File: src/rtl/riscv_pkg.sv
// Shared fetch-stage definitions: FSM state encoding, the zero instruction
// word that stops fetching, and the sequential PC increment.
package riscv_pkg;

    typedef enum logic [1:0] {
        ST_IDLE   = 2'b00,
        ST_RUN    = 2'b01,
        ST_HALTED = 2'b10
    } fetch_state_e;

    localparam logic [31:0] ZERO_WORD = 32'h0000_0000;
    localparam logic [63:0] PC_INC    = 64'd4;

    // Instruction addresses must sit on a 4-byte boundary.
    function automatic logic is_word_aligned(input logic [63:0] addr);
        return (addr[1:0] == 2'b00);
    endfunction

endpackage

File: src/rtl/program_counter.sv
// 64-bit program counter: load has priority over increment, otherwise hold.
// The increment wraps modulo 2^64.
module program_counter
    import riscv_pkg::*;
#(
    parameter logic [63:0] RESET_PC = 64'h0
) (
    input  logic        clk,
    input  logic        reset_n,
    input  logic        load_i,
    input  logic [63:0] load_addr_i,
    input  logic        inc_i,
    output logic [63:0] pc_o
);

    logic [63:0] pc_q;
    logic [63:0] pc_d;

    // Select the next PC: redirect, sequential step, or hold.
    always_comb begin
        pc_d = pc_q;
        if (load_i) begin
            pc_d = load_addr_i;
        end else if (inc_i) begin
            pc_d = pc_q + PC_INC;
        end
    end

    // PC register, forced to the boot address while reset is low.
    always_ff @(posedge clk or negedge reset_n) begin
        if (!reset_n) begin
            pc_q <= RESET_PC;
        end else begin
            pc_q <= pc_d;
        end
    end

    assign pc_o = pc_q;

endmodule

File: src/rtl/fetch_stage.sv
// Instruction fetch stage: drives the PC to instruction memory, captures the
// returned word into the IF/ID register, and handles stalls, redirects,
// misaligned-redirect faults and halting on an all-zero instruction word.
module fetch_stage
    import riscv_pkg::*;
#(
    parameter logic [63:0] RESET_PC     = 64'h0,
    parameter bit          HALT_ON_ZERO = 1'b1
) (
    input  logic        clk,
    input  logic        reset_n,
    output logic [63:0] Inst_Address,
    input  logic [31:0] Instruction,
    input  logic        stall,
    input  logic        branch_taken,
    input  logic [63:0] branch_target,
    output logic [63:0] IF_ID_PC,
    output logic [31:0] IF_ID_Instruction,
    output logic        IF_ID_Valid,
    output logic        misaligned_fault,
    output logic        halted,
    output logic [31:0] fetch_count
);

    fetch_state_e state_q, state_d;
    logic [63:0]  if_pc_q, if_pc_d;
    logic [31:0]  if_instr_q, if_instr_d;
    logic         if_valid_q, if_valid_d;
    logic         fault_q, fault_d;
    logic [31:0]  count_q, count_d;
    logic         pc_load;
    logic         pc_inc;
    logic [63:0]  pc;

    program_counter #(
        .RESET_PC (RESET_PC)
    ) u_pc (
        .clk         (clk),
        .reset_n     (reset_n),
        .load_i      (pc_load),
        .load_addr_i (branch_target),
        .inc_i       (pc_inc),
        .pc_o        (pc)
    );

    // Next-state logic: a redirect beats a stall; once the fault is set the
    // stage stays halted and ignores redirects until reset.
    always_comb begin
        state_d    = state_q;
        if_pc_d    = if_pc_q;
        if_instr_d = if_instr_q;
        if_valid_d = if_valid_q;
        fault_d    = fault_q;
        count_d    = count_q;
        pc_load    = 1'b0;
        pc_inc     = 1'b0;

        case (state_q)
            ST_IDLE: begin
                state_d = ST_RUN;
            end
            ST_RUN, ST_HALTED: begin
                if (branch_taken && !fault_q) begin
                    if_valid_d = 1'b0;
                    if (is_word_aligned(branch_target)) begin
                        pc_load = 1'b1;
                        state_d = ST_RUN;
                    end else begin
                        fault_d = 1'b1;
                        state_d = ST_HALTED;
                    end
                end else if (state_q == ST_HALTED) begin
                    if_valid_d = 1'b0;
                end else if (!stall) begin
                    if (HALT_ON_ZERO && (Instruction == ZERO_WORD)) begin
                        if_valid_d = 1'b0;
                        state_d    = ST_HALTED;
                    end else begin
                        if_pc_d    = pc;
                        if_instr_d = Instruction;
                        if_valid_d = 1'b1;
                        count_d    = count_q + 32'd1;
                        pc_inc     = 1'b1;
                    end
                end
            end
            default: begin
                state_d = ST_IDLE;
            end
        endcase
    end

    // FSM state, IF/ID register, fault flag and issue counter.
    always_ff @(posedge clk or negedge reset_n) begin
        if (!reset_n) begin
            state_q    <= ST_IDLE;
            if_pc_q    <= 64'h0;
            if_instr_q <= 32'h0;
            if_valid_q <= 1'b0;
            fault_q    <= 1'b0;
            count_q    <= 32'h0;
        end else begin
            state_q    <= state_d;
            if_pc_q    <= if_pc_d;
            if_instr_q <= if_instr_d;
            if_valid_q <= if_valid_d;
            fault_q    <= fault_d;
            count_q    <= count_d;
        end
    end

    assign Inst_Address      = pc;
    assign IF_ID_PC          = if_pc_q;
    assign IF_ID_Instruction = if_instr_q;
    assign IF_ID_Valid       = if_valid_q;
    assign misaligned_fault  = fault_q;
    assign halted            = (state_q == ST_HALTED);
    assign fetch_count       = count_q;

endmodule

File: config.mk
export PLATFORM = sky130hd
export DESIGN_NAME = fetch_stage
export DESIGN_NICKNAME = d
export VERILOG_FILES = /design/src/rtl/riscv_pkg.sv /design/src/rtl/program_counter.sv /design/src/rtl/fetch_stage.sv
export SDC_FILE = /design/constraint.sdc
export NUM_CORES = 1
export LEC_CHECK = 0
export CAP_MARGIN = 20
export CORE_MARGIN = 1
export CORE_UTILIZATION = 47
export CTS_CLUSTER_SIZE = 12
export DETAILED_ROUTE_END_ITERATION = 10
export MAX_ROUTING_LAYER = met4
export PLACE_DENSITY = 0.91
export SLEW_MARGIN = 20
export SYNTH_ARGS = -nofsm -noshare
export SYNTH_HDL_FRONTEND = slang
export SYNTH_SLANG_ARGS = --single-unit
File: constraint.sdc
create_clock -name clk -period 3.41 [get_ports clk]
set_input_delay 0.682 -clock clk [delete_from_list [all_inputs] [get_ports clk]]
set_output_delay 0.682 -clock clk [all_outputs]
set_load 0.005 [all_outputs]
==> reports/results.ini, run 1 <==
[worst_setup_path]
cp.arrival_ns=3.11
crit_path_start=u_pc.pc_o[18]
ff2ff_setup_slack_ns=0.64
critical_path_class=register to register
worstPathMaxFanout=10
crit_required_ns=3.75
endpoint_kind=register
crit_path_start_kind=register
regToRegStartpoint=u_pc.pc_o[18]

[cells_and_area]
final_cells=1598
syn_to_final_growth_pct=41.5
final_cell_area_mm2=0.0132
drive_gt1_share_pct=5.26
fillers=1500
layout_common_cells=nand2_1 (319), clkdlybuf4s50_1 (293), dfrtp_1 (196), nor2_1 (59), a31oi_1 (48)
layout_commonest_cell=nand2_1
fin_nets=1424
fin_util_pct=68.0

[status]
status=complete, no violations

[sta]
finalCritPeriodShare_pct=81.1
hold_viol_final=0
setup_viol=0
clock.fmax_mhz=361
relSlewSlack_pct=38.7
maxSlewViolCount=0
rsz0062_at_grt=false
worst_pin_slew_ns=0.913
clock_skew_ns=0.0104
period_minus_slack_ns=2.77
fin_setup_tns_ns=0

[synthesis]
syn_area_mm2=0.00935
synth_ff_type=dfrtp_1
synth_edf_count=0
synth_nets=1144
synth.distinct_cells=46
ys_async_sr_fraction_pct=100
synth-seq-area-share_pct=52.4
synthCells=1039
synth_warnings=0
synth_area_per_cell_um2=9.00
ys_ff_latch=196

[power_and_ir_drop]
ir_drop_mv=0.495
power_density_mw_per_mm2=777
total_leakage_power_nw=5.66

[cts]
htree_levels=4
cts_buffers=17
root_buffer=clkbuf_16
post-cts-setup-buffers=0
clkLatencyLatePin_ns=0.43
cts_resized=0
path_clk_slew_ns=0.07
cts_tree=built
cts_hold_buf=0
cts_buffer_depth=2
clkSinkCount=196

[route]
wl_per_cell_um=18.7
num_vias=9300
dr.pass1.iters=5
drt_iter0_drc=898
viasPerCell=5.82
drt-total-wl_mm=29.9
drc=0
postRouteAntennaNets=0

[die]
rows=51
dieArea_mm2=0.0205
start_util_pct=48.1
dieWidth_um=143
die_h_um=143
ios=295
core_mm2=0.0195

[global_routing]
grt_pass1_vias=9108
grt_first_pass_wirelength_mm=46.7
grt_max_degree=89
grtUsageTotal_pct=30.5
antenna_found_initial=2
overflow=0

[placed_design]
placed_cell_area_mm2=0.0126
dp_hpwl_mm=21.4
place_inst=1565
port_buffers=294
routabilityCongestion=0.890

[run]
drv_cap=0

[min_path]
hold_class=primary input to asynchronous set/reset pin

==> layout make-up <==
cell class                      instances  area [um^2]  share of cell area, %
Multi-Input combinational cell        774         4170                   31.5
Clock buffer                           19          443                   3.35
Clock inverter                         12          148                   1.12
Antenna cell                            2         5.00                 0.0378
Tap cell                              265          332                   2.50
Sequential cell                       196         4900                   37.0
Inverter                               14         52.6                  0.397
Timing Repair Buffer                  316         3190                   24.1
==> state kept, by name (all words and copies together), names as in the netlist <==
signal             count
IF_ID_Instruction     32
IF_ID_PC              64
IF_ID_Valid            1
fetch_count           32
misaligned_fault       1
state_q                2
u_pc.pc_o             64
==> logic make-up after synthesis <==
family | count (synthesis) | share of synthesized area (%)
flip-flops | 196 | 52.4
multiplexers | 2 | 0.214
AND/OR/NAND/NOR | 588 | 29.9
XOR/XNOR | 40 | 3.75
AO/OA/AOI/OAI | 139 | 9.70
adder cells (fa/ha/maj) | 5 | 0.669
buffers and inverters | 69 | 3.37
==> routing by layer <==
| metal | track usage [%] | share of wire, % | vias up |
|---|---|---|---|
| met5 | - | 0 | - |
| met4 | 16.2 | 4.5 | 0 |
| met3 | 5.63 | 8.4 | 98 |
| met2 | 49.2 | 47 | 501 |
| met1 | 36.4 | 40 | 4479 |
| li1 | - | - | 4222 |
==> stage by stage <==
step / setup slack (ns) / hold slack [ns] / total power, mW
4_1_cts: 0.714 / 0.324 / 10.3
3_5_place_dp: 0.431 / 0.461 / 8.24
5_1_grt: 0.516 / 0.350 / 10.9
6_report: 0.644 / 0.303 / 10.3
3_3_place_gp: 0.440 / 0.457 / 8.04
2_1_floorplan: 0.944 / 0.386 / 5.60
==> Yosys cell counts (all sizes together), types with 17 or more instances <==
library cell / instances / area, um^2
nor4: 17 / 119
clkbuf: 38 / 173
or4: 32 / 248
nand2: 320 / 1200
buf: 17 / 90.1
nor2: 59 / 221
dfrtp: 196 / 4900
o31ai: 30 / 225
or3: 22 / 140
nand3: 45 / 225
o21ai: 36 / 180
xnor2: 28 / 245
a31oi: 48 / 300
nand4: 41 / 272
==> path summary, 6_finish.rpt <==
path,to,cells past startpoint
worst max-delay path,u_pc.pc_o[53],5
worst min-delay path,IF_ID_PC[34],1
worst max register to register,u_pc.pc_o[53],5
worst min register to register,IF_ID_PC[48],2
max in group asynchronous,IF_ID_Instruction[11],2
min in group clk,IF_ID_PC[48],2
==> report_power, final <==
group          total [mW]  internal, mW  switching, mW
logic                3.99          2.20           1.79
registers            4.25          3.17           1.08
clock network        2.04          1.11          0.924
==> critical path, stage by stage, from the launching register on <==
cell,delay (ns)
dfrtp_1,0.54
nand4_4,0.19
nor4_2,0.60
nand3_1,0.50
or4_1,0.63
a31oi_1,0.22
Power figures use the tool's default switching activity.
==> run 2, diff against run 1 <==
==> constraint.sdc (replaced) <==
create_clock -name clk -period 2.7 [get_ports clk]
set_input_delay 0.54 -clock clk [delete_from_list [all_inputs] [get_ports clk]]
set_output_delay 0.54 -clock clk [all_outputs]
set_load 0.005 [all_outputs]
==> run 2 against run 1 <==
Compared with the run above:
- clock-buffer cell count down 1
- power up 31%
- sequential share of layout area down 1.2 points
- die area unchanged
- largest cell class unchanged
- fmax up 7.0%
- highest routed layer unchanged
- sequential cell count unchanged
==> reports/results.ini, run 2 (synthesized netlist as in run 1, its figures left out) <==
[route]
wl_per_cell_um=18.4
drc=0
drt-total-wl_mm=30.3
num_vias=9434
postRouteAntennaNets=0
drt_iter0_drc=856
viasPerCell=5.73
dr.pass1.iters=6

[die]
start_util_pct=48.1
dieArea_mm2=0.0205
core_mm2=0.0195
die_h_um=143
dieWidth_um=143
ios=295
rows=51

[cells_and_area]
drive_gt1_share_pct=8.77
syn_to_final_growth_pct=46.4
fillers=1462
layout_commonest_cell=nand2_1
layout_common_cells=nand2_1 (319), clkdlybuf4s50_1 (293), dfrtp_1 (196), nor2_1 (59), buf_4 (58)
fin_nets=1472

[placed_design]
dp_hpwl_mm=21.9
routabilityCongestion=0.897
port_buffers=294
dp_slack_ns=-0.0483

[global_routing]
grt_first_pass_wirelength_mm=47.0
grt_pass1_vias=9025
grtUsageTotal_pct=30.7
grt_max_degree=93
overflow=0
antenna_found_initial=1

[cts]
path_clk_slew_ns=0.08
cts_buffers=17
cts_tree=built
root_buffer=clkbuf_16
htree_levels=4
cts_buffer_depth=2
clkSinkCount=196
post-cts-setup-buffers=0
clkLatencyLatePin_ns=0.43

[sta]
maxSlewViolCount=0
setup_viol=0
clock.fmax_mhz=387
relSlewSlack_pct=57.9
finalCritPeriodShare_pct=95.7
finalWorstSetupSlack_ns=0.115
hold_viol_final=0
clock_skew_ns=0.00968
period_minus_slack_ns=2.59
rsz0062_at_grt=false
hold_ws_ns=0.0304
worst_pin_slew_ns=0.627

[worst_setup_path]
r2r_cells=6
endpoint_kind=register
worstPathMaxFanout=10
cp.arrival_ns=2.93
crit_path_start=u_pc.pc_o[9]
regToRegStartpoint=u_pc.pc_o[9]
crit_required_ns=3.05
crit_path_start_kind=register
critical_path_class=register to register

[status]
status=complete, no violations

[power_and_ir_drop]
ir_drop_mv=0.643
total_leakage_power_nw=5.94
power_density_mw_per_mm2=983

[min_path]
hold_class=primary input to asynchronous set/reset pin

[run]
drv_cap=0

run 2: cell type report:
class / count / area [um^2] / share of cell area [%]
clock inverters: 14 / 169 / 1.23
diodes: 1 / 2.50 / 0.0183
flip-flops and latches: 196 / 4900 / 35.8
well taps: 265 / 332 / 2.42
repair buffers: 364 / 3620 / 26.4
clock buffers: 18 / 439 / 3.21
inverters: 14 / 52.6 / 0.384
multi-input cells: 774 / 4170 / 30.5
run 2: routing by layer:
metal / GRT usage [%] / routed length, um / share of wire [%]
met3: 5.43 / 2350 / 7.8
met2: 48.9 / 14800 / 49
met4: 13.7 / 930 / 3.1
met5: - / 0 / 0
met1: 38.1 / 12200 / 40
run 2: worst max-delay path, cell delays in order (launching register included):
cell,delay (ns)
dfrtp_1,0.51
nand4_1,0.25
nor4_2,0.34
buf_4,0.20
nand4_1,0.37
or4_1,0.64
a31oi_1,0.20
run 2: final timing paths:
kind                            slack [ns]        endpoint
worst max-delay path                  0.11   u_pc.pc_o[63]
worst min-delay path                  0.03    IF_ID_PC[36]
worst max register to register        0.11   u_pc.pc_o[63]
worst min register to register        0.48    IF_ID_PC[23]
max in group asynchronous             1.82  fetch_count[5]
min in group clk                      0.48    IF_ID_PC[23]
run 2: per-stage QoR:
| stage | setup TNS, ns | area [um^2] | std cells | utilization [%] | power (mW) |
|---|---|---|---|---|---|
| finish | 0 | 13700 | 1646 | 70.4 | 13.5 |
| global placement | -0.0297 | 13100 | 1613 | 67.2 | 10.6 |
| floorplan | 0 | 9350 | 1039 | - | 7.07 |
| global route | 0 | 13700 | 1646 | 70.4 | 14.2 |
| CTS | 0 | 13700 | 1645 | 70.3 | 13.5 |
| detailed placement | -0.504 | 13100 | 1613 | 67.2 | 10.8 |
run 2: where the power goes:
| part | internal (mW) | switching, mW |
|---|---|---|
| clock | 1.42 | 1.20 |
| combinational | 3.11 | 2.48 |
| sequential | 4.01 | 1.23 |
| total | 8.54 | 4.92 |
run 2: what timing repair did:
action                     4_1_cts  5_1_grt
hold buffers                     0        0
resized for setup                0        1
setup endpoints to repair        0        1
==> run 3, diff against run 2 <==
--- a/config.mk
+++ b/config.mk
@@ -16,3 +16,4 @@
 export SYNTH_ARGS = -nofsm -noshare
 export SYNTH_HDL_FRONTEND = slang
 export SYNTH_SLANG_ARGS = --single-unit
+export TNS_END_PERCENT = 5
==> results of run 3 <==
No change in the layout: final DEF, timing and power equal those of run 2.
